==> src/rtl/vec_bit_serializer.sv <==
// Bit serializer: accepts one WIDTH-bit word per valid/ready handshake and streams it
// one bit per beat, LSB- or MSB-first, with a running popcount and an end-of-word done pulse.
module vec_bit_serializer #(
    parameter int WIDTH     = 8,
    parameter bit LSB_FIRST = 1'b1,
    localparam int IW = ($clog2(WIDTH) > 1) ? $clog2(WIDTH) : 1,
    localparam int CW = $clog2(WIDTH + 1),
    localparam int BW = IW + 1
) (
    input  logic             clk,
    input  logic             rst_n,
    input  logic             in_valid,
    output logic             in_ready,
    input  logic [WIDTH-1:0] in_data,
    output logic             out_valid,
    input  logic             out_ready,
    output logic             out_bit,
    output logic             out_last,
    output logic [IW-1:0]    out_idx,
    output logic [CW-1:0]    ones_count,
    output logic             done
);

    typedef enum logic [0:0] {
        ST_IDLE  = 1'b0,
        ST_SHIFT = 1'b1
    } state_t;

    localparam logic [BW-1:0] LAST_BEAT = BW'(WIDTH - 1);
    localparam logic [CW-1:0] ONES_MAX  = CW'(WIDTH);
    localparam logic [IW-1:0] TOP_IDX   = IW'(WIDTH - 1);

    state_t             state_q, state_d;
    logic [WIDTH-1:0]   sreg_q, sreg_d;
    logic [BW-1:0]      beat_q, beat_d;
    logic [CW-1:0]      ones_q, ones_d;
    logic               done_q, done_d;
    logic               in_ready_q, in_ready_d;
    logic               out_valid_q, out_valid_d;
    logic               out_bit_q, out_bit_d;
    logic               out_last_q, out_last_d;
    logic [IW-1:0]      out_idx_q, out_idx_d;
    logic               xfer_s;

    // Move the register one place toward the output end, filling with zero.
    function automatic logic [WIDTH-1:0] advance(input logic [WIDTH-1:0] v);
        logic [WIDTH-1:0] r;
        if (LSB_FIRST) begin
            r = {1'b0, v[WIDTH-1:1]};
        end else begin
            r = {v[WIDTH-2:0], 1'b0};
        end
        return r;
    endfunction

    // Handshake sequencing: word capture, beat advance and popcount accumulation.
    always_comb begin
        state_d = state_q;
        sreg_d  = sreg_q;
        beat_d  = beat_q;
        ones_d  = ones_q;
        done_d  = 1'b0;
        xfer_s  = out_valid_q & out_ready;
        case (state_q)
            ST_IDLE: begin
                if (in_valid & in_ready_q) begin
                    state_d = ST_SHIFT;
                    sreg_d  = in_data;
                    beat_d  = '0;
                    ones_d  = '0;
                end else begin
                    state_d = ST_IDLE;
                end
            end
            ST_SHIFT: begin
                if (xfer_s) begin
                    sreg_d = advance(sreg_q);
                    ones_d = (ones_q == ONES_MAX) ? ONES_MAX : (ones_q + CW'(out_bit_q));
                    if (beat_q == LAST_BEAT) begin
                        state_d = ST_IDLE;
                        beat_d  = '0;
                        done_d  = 1'b1;
                    end else begin
                        beat_d  = beat_q + BW'(1);
                    end
                end else begin
                    state_d = ST_SHIFT;
                end
            end
            default: begin
                state_d = ST_IDLE;
                sreg_d  = '0;
                beat_d  = '0;
                ones_d  = '0;
            end
        endcase
    end

    // Output values are derived from next state so every port comes straight off a flop.
    always_comb begin
        in_ready_d  = (state_d == ST_IDLE);
        out_valid_d = (state_d == ST_SHIFT);
        if (state_d == ST_SHIFT) begin
            out_bit_d  = LSB_FIRST ? sreg_d[0] : sreg_d[WIDTH-1];
            out_idx_d  = LSB_FIRST ? beat_d[IW-1:0] : (TOP_IDX - beat_d[IW-1:0]);
            out_last_d = (beat_d == LAST_BEAT);
        end else begin
            out_bit_d  = 1'b0;
            out_idx_d  = '0;
            out_last_d = 1'b0;
        end
    end

    // State and output registers.
    always_ff @(posedge clk or negedge rst_n) begin
        if (!rst_n) begin
            state_q     <= ST_IDLE;
            sreg_q      <= '0;
            beat_q      <= '0;
            ones_q      <= '0;
            done_q      <= 1'b0;
            in_ready_q  <= 1'b1;
            out_valid_q <= 1'b0;
            out_bit_q   <= 1'b0;
            out_last_q  <= 1'b0;
            out_idx_q   <= '0;
        end else begin
            state_q     <= state_d;
            sreg_q      <= sreg_d;
            beat_q      <= beat_d;
            ones_q      <= ones_d;
            done_q      <= done_d;
            in_ready_q  <= in_ready_d;
            out_valid_q <= out_valid_d;
            out_bit_q   <= out_bit_d;
            out_last_q  <= out_last_d;
            out_idx_q   <= out_idx_d;
        end
    end

    assign in_ready   = in_ready_q;
    assign out_valid  = out_valid_q;
    assign out_bit    = out_bit_q;
    assign out_last   = out_last_q;
    assign out_idx    = out_idx_q;
    assign ones_count = ones_q;
    assign done       = done_q;

endmodule

==> config.mk <==
export PLATFORM = sky130hd
export DESIGN_NAME = vec_bit_serializer
export DESIGN_NICKNAME = d
export VERILOG_FILES = /design/src/rtl/vec_bit_serializer.sv
export SDC_FILE = /design/constraint.sdc
export NUM_CORES = 1
export LEC_CHECK = 0
export ABC_AREA = 1
export BUFFER_PORTS_ARGS = -buffer_cell sky130_fd_sc_hd__buf_2
export CORE_MARGIN = 2
export CORE_UTILIZATION = 56
export CTS_CLUSTER_SIZE = 14
export DETAILED_ROUTE_END_ITERATION = 8
export MAX_ROUTING_LAYER = met4
export PLACE_DENSITY = 0.82
export SLEW_MARGIN = 20
export SYNTH_ARGS = -nofsm -noshare
export SYNTH_HDL_FRONTEND = slang
export SYNTH_SLANG_ARGS = --single-unit
==> constraint.sdc <==
create_clock -name clk -period 2.78 [get_ports clk]
set_input_delay 0.417 -clock clk [delete_from_list [all_inputs] [get_ports clk]]
set_output_delay 0.417 -clock clk [all_outputs]
set_load 0.01 [all_outputs]
==> Word level (Yosys, flattened, before mapping) <==
Index checks and enable logic that the tools add are counted.
{ "word_totals": {"reg_bits": 24, "in_bits": 12, "out_inout_bits": 12, "wordCells": 43} }
{ "classes": {"addsub": 2, "eq_ne": 5, "mux": 21, "n_bitwise": 4, "n_reduce_logical": 1} }
{ "op_table": {"columns": ["operator", "n"], "rows": [
  ["4-bit 2-to-1 mux", 6],
  ["8-bit 2-to-1 mux", 2],
  ["4-bit one-hot mux with 2 select lines", 2],
  ["8-bit one-hot mux with 2 select lines", 1],
  ["4-bit by 3-bit == test with 1-bit output (second input constant)", 2],
  ["1-bit 2-to-1 mux", 8],
  ["4-bit by 1-bit adder with 4-bit output", 1],
  ["4-bit by 1-bit adder with 4-bit output (second input constant)", 1],
  ["4-bit == test (second input constant)", 1],
  ["3-bit 2-to-1 mux", 1],
  ["1-bit bitwise AND", 2],
  ["2-bit by 1-bit inequality test with 1-bit output (second input constant)", 1],
  ["2-bit inequality test (second input constant)", 1],
  ["1-bit NOT", 2],
  ["1-bit one-hot mux with 2 select lines", 1],
  ["2-bit AND reduction", 1]
]} }

==> Longest topological paths before layout <==
{ "logic_depth": {"ltp_word": 6, "mapped_depth": 8, "mapped_depth_nobuf": 8} }

==> Least setup slack after synthesis <==
No wires, ideal clock.
{ "synth_timing": {"path_kind": "register -> register", "startpoint": "register out_bit_q, in the netlist out_bit", "endpoint": "register ones_q[2], in the netlist ones_count[2]", "setup_ps": 63, "arrival_time_ps": 1166, "t_required_ps": 2717, "path_slack_ps": 1552, "path_stages_with_launch": 7, "n_path_buf": 0, "synth_period_minus_slack_ps": 1228, "path_cell_list": "dfrtp_1 > ha_1 > ha_1 > a21oi_1 > nand2_1 > a21o_1 > inv_1"} }
{ "synth_between": {"elab_chain_cells": 4} }
{ "synth_lines": {"columns": ["element", "line_no", "text"], "rows": [
  ["start: declaration", "40", "logic out_bit_q, out_bit_d;"],
  ["start signal: assignment", "135", "out_bit_q <= out_bit_d;"],
  ["4-bit by 1-bit adder with 4-bit output", "78", "ones_d = (ones_q == ONES_MAX) ? ONES_MAX : (ones_q + CW'(out_bit_q));"],
  ["4-bit 2-to-1 mux", "78", null],
  ["4-bit 2-to-1 mux", "76", "if (xfer_s) begin"],
  ["4-bit one-hot mux with 2 select lines", "64", "case (state_q)"],
  ["end signal: assignment", "131", "ones_q <= ones_d;"],
  ["end: declaration", "36", "logic [CW-1:0] ones_q, ones_d;"]
]} }
Every way passes these cells. The select of a mux whose other input is x is not followed.
A chain may end at the register's enable or synchronous reset.

==> Final worst setup path <==
{ "layout_timing": {"startpoint": "register in_ready_q, in the netlist in_ready", "endpoint": "output port in_ready"} }
{ "layout_lines": {"columns": ["element", "line_no", "text"], "rows": [
  ["start: declaration", "38", "logic in_ready_q, in_ready_d;"],
  ["start signal: assignment", "133", "in_ready_q <= in_ready_d;"],
  ["end: declaration", "13", "output logic in_ready,"]
]} }
No word-level cell between the ends.

==> flow_metrics.env <==
export IMPL_post_dp_hpwl_um=1653
export IMPL_die_area_um2=2334
export IMPL_top_usage_layer="met2"
export IMPL_clock_tree_root_cell="clkbuf_4"
export IMPL_rrSetupSlack_ns=1.43
export IMPL_worst_path_buf_inv=1
export IMPL_grt_overflow=0
export IMPL_final_layout_size_suffix_gt1_share_pct=25.85
export IMPL_cp_top_family="flip-flops"
export IMPL_yosysUniqueCellTypes=23
export IMPL_required_ns=2.36
export IMPL_synthCells=120
export IMPL_cts_made_buffers=3
export IMPL_clock_latency_ns=0.32
export IMPL_placed_area_um2=1249
export IMPL_r2r_end="out_last$_DFF_PN0_"
export IMPL_max_freq_mhz=690.9
export IMPL_cp_cell_sequence="buf_2"
export IMPL_synth_top_area_share_pct=52.33
export IMPL_drc=0
export IMPL_rsz0062_at_grt="false"
export IMPL_cp_start_kind="register"
export IMPL_grt_use_met1_pct=25.63
export IMPL_first_iter_violations=18
export IMPL_ant_nets=0
export IMPL_pwr_share_clk_pct=11.9
export IMPL_hp_class="in -> async"
export IMPL_slowest_stage="dfstp_2"
export IMPL_maxSlewViolCount=0
export IMPL_postLayoutCellArea_um2=1275
export IMPL_crit_fanout=3
export IMPL_power_frac_comb_pct=41.7
export IMPL_status="complete, no violations"
export IMPL_setup_violations=0
export IMPL_critical_path_max_stage_delay_ns=0.58
export IMPL_cts_sinks=24
export IMPL_port_buffers=23
export IMPL_p_sw_mw=0.5498
export IMPL_die_h_um=48.32
export IMPL_endpoint_kind="output port"
export IMPL_fp_coreArea_um2=1902
export IMPL_yosys_area_top_type="dfrtp_1"
export IMPL_detail_route_wl_per_cell_um=12.24
export IMPL_cts_repair_resized=0
export IMPL_yosysSeqAreaShare_pct=54.72
export IMPL_use_met3_pct=3.086
export IMPL_setup_tns_ns=0
export IMPL_layout_min_cycle_time_ns=1.447
export IMPL_ir_drop_mv=0.6178
export IMPL_rows=16
export IMPL_syn_area_per_cell_um2=9.165
export IMPL_drtPass1Iterations=4
export IMPL_total_power_mw=1.316
export IMPL_finalWorstSetupSlack_ns=1.333
export IMPL_dp_slack_ns=1.443
export IMPL_area_growth_syn_to_layout_pct=15.93
export IMPL_synth_edf_count=0
export IMPL_worstPathArrival_ns=1.03
export IMPL_switching_share_pct=41.77
export IMPL_diodes=0
export IMPL_first_global_vias=858
export IMPL_grt_usage_pct=21.50
export IMPL_crit_type="reg -> out"
export IMPL_internal_power_mw=0.7666
export IMPL_routed_wl_um=2130
export IMPL_fin_crit_sh_pct=52.06
export IMPL_synth_main_ff_cell="dfrtp_1"
export IMPL_slew_headroom_pct=65.96
export IMPL_finalClockSkew_ns=0.009219
export IMPL_grt_start_max_net_pins=25
export IMPL_cts_tree="done"
export IMPL_htree_levels=1
export IMPL_hold_viol_final=0
export IMPL_yosysWarnings=0
export IMPL_r2r_start="beat_q[1]$_DFF_PN0_"
export IMPL_yosys_top_cells_area="dfrtp_1 52%, nand2_1 11%, nand3_1 5.0%"
export IMPL_use_met2_pct=35.65
export IMPL_cap_violations=0
export IMPL_synthArstFlopShare_pct=100.0
export IMPL_viasPerCell=5.144
export IMPL_postCtsSetupBuffers=0
export IMPL_reg2reg_depth=8
export IMPL_ys_seq_elements=24
export IMPL_antenna_found_initial=0
export IMPL_hold_buffers=0
export IMPL_grt_pass1_wl_um=3691
export IMPL_via_count=895
export IMPL_p_per_area_nw_per_um2=1033
export IMPL_gp_congestion=0.8658
export IMPL_clockBufferDepth=2
export IMPL_syn_area_um2=1100
export IMPL_syn_num_nets=135
export IMPL_power_leakage_nw=0.7212
export IMPL_power_frac_seq_pct=46.5
export IMPL_chipWidth_um=48.32
export IMPL_initial_core_util_pct=57.83
export IMPL_num_nets_final=163
export IMPL_worst_slew_pin_slew_ns=0.5105
export IMPL_io_pins=24
export IMPL_clkTransAtPathRegs_ns=0.13
## how the worst max path moves through the flow
stage                        start                         to  slack [ns]  cells after the start
2_1_floorplan    out_bit$_DFF_PN0_  ones_count[2]$_DFFE_PN0P_        1.55                      6
3_3_place_gp   beat_q[1]$_DFF_PN0_         out_last$_DFF_PN0_        1.45                      8
4_1_cts         in_ready$_DFF_PN1_                   in_ready        1.32                      1
3_5_place_dp   beat_q[1]$_DFF_PN0_         out_last$_DFF_PN0_        1.44                      8
5_1_grt        beat_q[1]$_DFF_PN0_         out_last$_DFF_PN0_        1.27                      8
6_report        in_ready$_DFF_PN1_                   in_ready        1.33                      1
## power by group through the flow
stage	Clock [mW]	Combinational [mW]	Sequential [mW]
finish	0.156	0.549	0.612
global route	0.177	0.628	0.629
CTS	0.161	0.557	0.610
detailed placement	0	0.556	0.618
global placement	0	0.538	0.609
floorplan	0	0.355	0.629
## worst register-to-register path, stage by stage, from the launching register on
cell      delay, ns
dfrtp_1        0.43
ha_1           0.21
nand3_1        0.14
o21bai_2       0.17
nand2_2        0.11
nand2_2        0.07
inv_2          0.03
nand2_1        0.06
nor2_2         0.03
## through the flow
step                hold WS [ns]  cells  util, %
floorplan                 0.1214    120        -
global placement          0.4175    170    65.66
detailed placement        0.4197    170    65.66
CTS                      0.06269    174    67.04
global route             0.07939    174    67.04
finish                   0.04198    174    67.04
## registers in the layout, summed over array words and instances, names as in the netlist
register and cells:
beat_q 4, out_valid 1, done 1, out_idx 3
in_ready 1, ones_count 4, out_last 1, out_bit 1
sreg_q 8
## logic make-up after synthesis
family / synth area share [%]
adder cells (fa/ha/maj): 3.413
AND/OR/NAND/NOR: 26.62
buffers and inverters: 5.233
flip-flops: 54.72
AO/OA/AOI/OAI: 9.215
XOR/XNOR: 0.7965
## cell usage after synthesis, types with 2 or more instances
cell type and number:
nand2_1 33, nand2_4 2, inv_2 2, nand3_1 11, ha_1 3, nor2_1 10
nand2_2 2, a22oi_1 5, inv_1 12, o21ai_0 3, a21oi_1 3, dfrtp_1 23
## area by class of cell
| cell class | instances | area (µm²) |
|---|---|---|
| flip-flops and latches | 24 | 601.8 |
| inverters | 15 | 57.56 |
| repair buffers | 23 | 115.1 |
| clock buffers | 4 | 26.28 |
| fillers | 167 | 626.9 |
| multi-input cells | 81 | 440.4 |
| well taps | 27 | 33.78 |
## layout by cell type, fill, tap and decap left out, types with 2 or more instances in the layout
cell type / count
inv_2: 2
dfrtp_1: 23
nand2_2: 2
clkbuf_4: 3
ha_1: 3
nor2_1: 10
o21ai_0: 3
nand2_1: 33
a22oi_1: 5
nand2_4: 2
buf_2: 23
nand3_1: 11
a21oi_1: 3
inv_1: 12
## metal layers
layer	up-vias	routed length, µm
li1	442	-
met1	419	925
met2	29	1068
met3	5	88
met4	0	48
met5	-	0
(Power assumes the default switching activity.)
